[config.mk]
export PLATFORM = sky130hd
export DESIGN_NAME = block_transfer_sequencer
export DESIGN_NICKNAME = d
export VERILOG_FILES = /design/src/rtl/block_transfer_sequencer.sv
export SDC_FILE = /design/constraint.sdc
export NUM_CORES = 1
export LEC_CHECK = 0
export ABC_AREA = 1
export BUFFER_PORTS_ARGS = -buffer_cell sky130_fd_sc_hd__buf_2
export CORE_UTILIZATION = 50
export CTS_CLUSTER_DIAMETER = 60
export DETAILED_ROUTE_END_ITERATION = 12
export MAX_ROUTING_LAYER = met4
export PLACE_DENSITY = 0.74
export REMOVE_ABC_BUFFERS = 1
export SLEW_MARGIN = 10
export SYNTH_ARGS = -nofsm -noshare
export SYNTH_HDL_FRONTEND = slang
export SYNTH_SLANG_ARGS = --single-unit
[constraint.sdc]
create_clock -name clk -period 3.15 [get_ports clk]
set_input_delay 0.315 -clock clk [delete_from_list [all_inputs] [get_ports clk]]
set_output_delay 0.315 -clock clk [all_outputs]
set_load 0.03 [all_outputs]
[src/rtl/block_transfer_sequencer.sv]
// LDM/STM block-transfer sequencer: walks a 16-bit register list, issuing one
// memory beat per register and an optional base-register writeback at the end.
module block_transfer_sequencer #(
  parameter int unsigned ADDR_W = 32,
  parameter int unsigned DATA_W = 32
) (
  input  logic              clk,
  input  logic              reset,
  input  logic              start,
  input  logic              isLoad,
  input  logic              preBit,
  input  logic              upBit,
  input  logic              writeBackBit,
  input  logic [3:0]        baseReg,
  input  logic [DATA_W-1:0] baseVal,
  input  logic [15:0]       regList,
  input  logic [DATA_W-1:0] regReadData,
  output logic [3:0]        regReadAddr,
  output logic              regWriteEnable,
  output logic [3:0]        regWriteDest,
  output logic [DATA_W-1:0] regWriteData,
  output logic              memReq,
  output logic              memWrite,
  output logic [ADDR_W-1:0] memAddr,
  output logic [DATA_W-1:0] memWriteData,
  input  logic [DATA_W-1:0] memReadData,
  input  logic              memAck,
  output logic              busy,
  output logic              done
);

  typedef enum logic [1:0] {
    IDLE      = 2'd0,
    XFER      = 2'd1,
    WRITEBACK = 2'd2,
    DONE      = 2'd3
  } state_t;

  state_t             state_q, state_d;
  logic [15:0]        list_q, list_d;
  logic [ADDR_W-1:0]  addr_q, addr_d;
  logic [ADDR_W-1:0]  final_base_q, final_base_d;
  logic [3:0]         base_reg_q, base_reg_d;
  logic               load_q, load_d;
  logic               wb_q, wb_d;

  logic [4:0]         count_c;
  logic [ADDR_W-1:0]  base_c;
  logic [ADDR_W-1:0]  span_c;
  logic [ADDR_W-1:0]  start_addr_c;
  logic [ADDR_W-1:0]  final_base_c;
  logic               base_in_list_c;
  logic [3:0]         cur_idx_c;
  logic [15:0]        list_next_c;

  function automatic logic [4:0] popcount16(input logic [15:0] v);
    logic [4:0] n;
    n = '0;
    for (int i = 0; i < 16; i++) n = n + 5'(v[i]);
    return n;
  endfunction

  function automatic logic [3:0] lowest_set(input logic [15:0] v);
    logic [3:0] idx;
    idx = '0;
    for (int i = 15; i >= 0; i--) if (v[i]) idx = 4'(i);
    return idx;
  endfunction

  // Addressing-mode arithmetic on the start-time inputs; all wraps modulo 2^ADDR_W.
  always_comb begin
    count_c = popcount16(regList);
    base_c  = ADDR_W'(baseVal);
    span_c  = ADDR_W'({count_c, 2'b00});
    case ({preBit, upBit})
      2'b01:   start_addr_c = base_c;
      2'b11:   start_addr_c = base_c + ADDR_W'(4);
      2'b00:   start_addr_c = base_c - span_c + ADDR_W'(4);
      default: start_addr_c = base_c - span_c;
    endcase
    final_base_c   = upBit ? (base_c + span_c) : (base_c - span_c);
    base_in_list_c = regList[baseReg];
    cur_idx_c      = lowest_set(list_q);
    list_next_c    = list_q & ~(16'(1) << cur_idx_c);
  end

  always_ff @(posedge clk or posedge reset) begin
    if (reset) begin
      state_q      <= IDLE;
      list_q       <= '0;
      addr_q       <= '0;
      final_base_q <= '0;
      base_reg_q   <= '0;
      load_q       <= 1'b0;
      wb_q         <= 1'b0;
    end else begin
      state_q      <= state_d;
      list_q       <= list_d;
      addr_q       <= addr_d;
      final_base_q <= final_base_d;
      base_reg_q   <= base_reg_d;
      load_q       <= load_d;
      wb_q         <= wb_d;
    end
  end

  // Next state and outputs; every output idles at zero outside its own state.
  always_comb begin
    state_d        = state_q;
    list_d         = list_q;
    addr_d         = addr_q;
    final_base_d   = final_base_q;
    base_reg_d     = base_reg_q;
    load_d         = load_q;
    wb_d           = wb_q;
    regReadAddr    = '0;
    regWriteEnable = 1'b0;
    regWriteDest   = '0;
    regWriteData   = '0;
    memReq         = 1'b0;
    memWrite       = 1'b0;
    memAddr        = '0;
    memWriteData   = '0;
    busy           = 1'b0;
    done           = 1'b0;

    case (state_q)
      IDLE: begin
        if (start) begin
          list_d       = regList;
          addr_d       = start_addr_c;
          final_base_d = final_base_c;
          base_reg_d   = baseReg;
          load_d       = isLoad;
          // A loaded base register keeps its loaded value instead of the writeback.
          wb_d         = writeBackBit && !(isLoad && base_in_list_c);
          state_d      = (regList == 16'h0000) ? DONE : XFER;
        end
      end

      XFER: begin
        busy         = 1'b1;
        memReq       = 1'b1;
        memWrite     = ~load_q;
        memAddr      = addr_q;
        regReadAddr  = cur_idx_c;
        memWriteData = regReadData;
        if (memAck) begin
          if (load_q) begin
            regWriteEnable = 1'b1;
            regWriteDest   = cur_idx_c;
            regWriteData   = memReadData;
          end
          list_d = list_next_c;
          addr_d = addr_q + ADDR_W'(4);
          if (list_next_c == 16'h0000) state_d = wb_q ? WRITEBACK : DONE;
        end
      end

      WRITEBACK: begin
        busy           = 1'b1;
        regWriteEnable = 1'b1;
        regWriteDest   = base_reg_q;
        regWriteData   = DATA_W'(final_base_q);
        state_d        = DONE;
      end

      DONE: begin
        done    = 1'b1;
        state_d = IDLE;
      end

      default: state_d = IDLE;
    endcase
  end

endmodule

==> summary.txt <==
Post-Syn Area -> 10500 um^2
post-synthesis xor/xnor area fraction -> 0.0305
mux contribution to synthesized area -> 0
Post-Place Cell Area -> 12900 um^2
Synth top area share -> 0.209
Synth area leader -> dfrtp_1
Routed WL per cell -> 17.5 um
core area -> 20400 um^2
Max-slew headroom -> 0.396
share of cells above drive strength 1 -> 0.342
top cells by area, synth -> dfrtp_1, nand2_1, inv_1
Worst-Skew Late Latency -> 380 ps
Filler cells -> 1776
gr usage total -> 0.379
syn_area_per_cell -> 6.00 um^2
Setup CP Type -> in2reg
placed insts -> 2331
clock sink count -> 88
Max-Cap Viols -> 0
Arr. time, crit path -> 5770 ps
floorplan row count -> 52
Max VDD drop -> 834 uV
Initial Util -> 0.516
H-tree depth -> 3
post-route cell area -> 14700 um^2
DRC violations left -> 0
Worst Setup Start Kind -> input pin
Post-synth ARST share -> 1.00
clk buf depth -> 2
largest net degree at the start of global routing -> 126
sequential cell area fraction in the yosys report -> 0.209
CTS buffer count -> 9
initial antenna violation count -> 2
# nets final -> 2306
worst path required time -> 3450 ps
clock root buffer -> clkbuf_16
top-count cell post-synth -> nand2_1
power per cell area -> 905 nW/um^2
Die ar. -> 21700 um^2
final setup margin -> -2320 ps
failing checks -> setup timing
Setup crit end kind -> flop
Final GP Congestion -> 1.01
status -> complete, but fails checks
Layout Cells excl Fill -> 2420
LEAKAGE -> 7.67 nW
compound-cell area share of the yosys netlist -> 0.191
Die W -> 147 um
worst hold path type -> in2async
drt total wl -> 42300 um
Final period util -> 1.74
Yosys reg bits -> 88
fmax -> 0.183 GHz
Via Count -> 13502
RSZ-0062 raised after global routing -> true
Vias/cell -> 5.58
Clock Pin Slew Worst Setup and Hold Paths -> 80 ps
Post-CTS Hold Buffers -> 0
Final Hold Vio Count -> 0
largest family of logic cells by synthesized area -> simple AND/OR/NAND/NOR gates
Netlist cell types -> 63
Initial DRC Count -> 1144
overflow left after global routing -> 0
Worst Max-Slew Pin Slew -> 905 ps
Top FF cell, synth -> dfrtp_1
Post-synth EDFFs -> 0
area delta synth->final -> 39.3%
drt pass-1 iters -> 7
IO Count -> 233
Synth Warn # -> 0
die height -> 147 um
post-synthesis simple-gate area fraction -> 0.376
Slew Viols, Final -> 0
Max FO, Critical Path -> 5
Gate Count Post-Synth -> 1756
pre-CTS setup slack -> -3110 ps
ANT nets after route -> 0
adder-cell area share of the yosys netlist -> 0.0548
vias in the first global route -> 12220
Post-synth top cells -> nand2_1, inv_1, a21oi_1
minimum clock period -> 5470 ps
first-pass GRT wire length -> 62800 um
DPL Wire Length -> 29900 um
setup violators final -> 59
crit path launch -> regList[1]
r2r startpoint -> addr_q[2]$_DFFE_PP0P_
Port Buffers -> 232
TritonCTS clock tree -> yes
final clock skew -> 14.7 ps
## path summary, 6_finish.rpt
check,endpoint,slack [ps],cells after the start
min,addr_q[10]$_DFFE_PP0P_,50,2
min reg2reg,final_base_q[19]$_DFFE_PP0P_,480,2
min in group clk,final_base_q[1]$_DFFE_PP0P_,140,3
max,final_base_q[26]$_DFFE_PP0P_,-2320,26
max in group asynchronous,final_base_q[13]$_DFFE_PP0P_,2350,3
max reg2reg,addr_q[28]$_DFFE_PP0P_,390,17
## repair_timing
item	4_1_cts	5_1_grt
endpoints found under the setup margin	60	59
cloned	0	0
gates resized for setup	203	80
setup buffers	44	29
pin swaps	83	80
## stage by stage
stage | util | TNS (ps) | total power, W | hold slack (ps)
floorplan | - | -451580 | 0.00737 | 425
detailed placement | 0.630 | -145310 | 0.0100 | 466
finish | 0.719 | -116400 | 0.0133 | 50.8
CTS | 0.693 | -106890 | 0.0123 | 85.5
global placement | 0.630 | -141730 | 0.00991 | 463
global route | 0.719 | -131420 | 0.0141 | 116
## cells by family after synthesis
group	Yosys count
AOI/OAI and AO/OA	343
xor gates and xnor gates	35
buffers and inverters	357
DFF	88
and+or+nand+nor	894
adders and majority gates	39
## per-layer routing
layer,vias up,track usage,part of all wire
met5,-,-,0
met4,0,0.160,0.051
met3,146,0.0475,0.080
met2,726,0.606,0.46
met1,6210,0.481,0.41
li1,6420,-,-
## flip-flops by register name, summed over array words and instances (netlist names)
| register | count |
|---|---|
| list_q | 16 |
| wb_q | 1 |
| base_reg_q | 4 |
| state_q | 2 |
| addr_q | 32 |
| load_q | 1 |
| final_base_q | 32 |
## critical path, cell delays in order
cell	delay (ps)
buf_8	80
inv_4	30
fa_1	550
fa_1	460
fa_1	440
fa_1	510
inv_1	70
ha_1	290
nand3_1	90
nand3_1	110
xor2_1	260
inv_1	90
ha_1	440
inv_1	120
o21ai_2	180
nand2_2	110
a21oi_2	210
nand3_2	140
nor3_4	250
nand3_2	140
nor2_4	190
nand3_4	100
nor3_4	210
xor2_1	170
nand2_1	70
a31oi_1	170
## power breakdown
group	leakage, nW	switching (W)	total, W	internal, W
sequential	1.05	0.000495	0.00221	0.00171
combinational	6.48	0.00604	0.00992	0.00388
clock	0.146	0.000592	0.00115	0.000561
total	7.67	0.00713	0.0133	0.00616
## placed cells by master (no fill, tap or decap), drive strengths merged, types with 3 or more instances in the layout
| cell type | instances |
|---|---|
| clkinv | 10 |
| nand3 | 122 |
| a31oi | 23 |
| nor3 | 27 |
| ha | 27 |
| clkbuf | 9 |
| o31ai | 4 |
| o21a | 5 |
| dfrtp | 88 |
| a21oi | 133 |
| a21boi | 11 |
| xor2 | 34 |
| nand2 | 537 |
| or2 | 12 |
| o21ai | 115 |
| nor4 | 9 |
| o22ai | 8 |
| buf | 461 |
| nor2 | 146 |
| a22oi | 8 |
| o211ai | 25 |
| inv | 269 |
| o21bai | 3 |
| nand4 | 38 |
| fa | 12 |
## layout make-up
class,count,area (um^2),area share
clock buffer,9,225,0.0153
tap,270,338,0.0230
antenna,2,5.00,0.000341
clock inverter,7,71.3,0.00486
multi-input combinational,1311,7710,0.525
inverter,272,1040,0.0709
timing repair buffer,461,3090,0.211
sequential,88,2200,0.150
(Power assumes the default switching activity.)
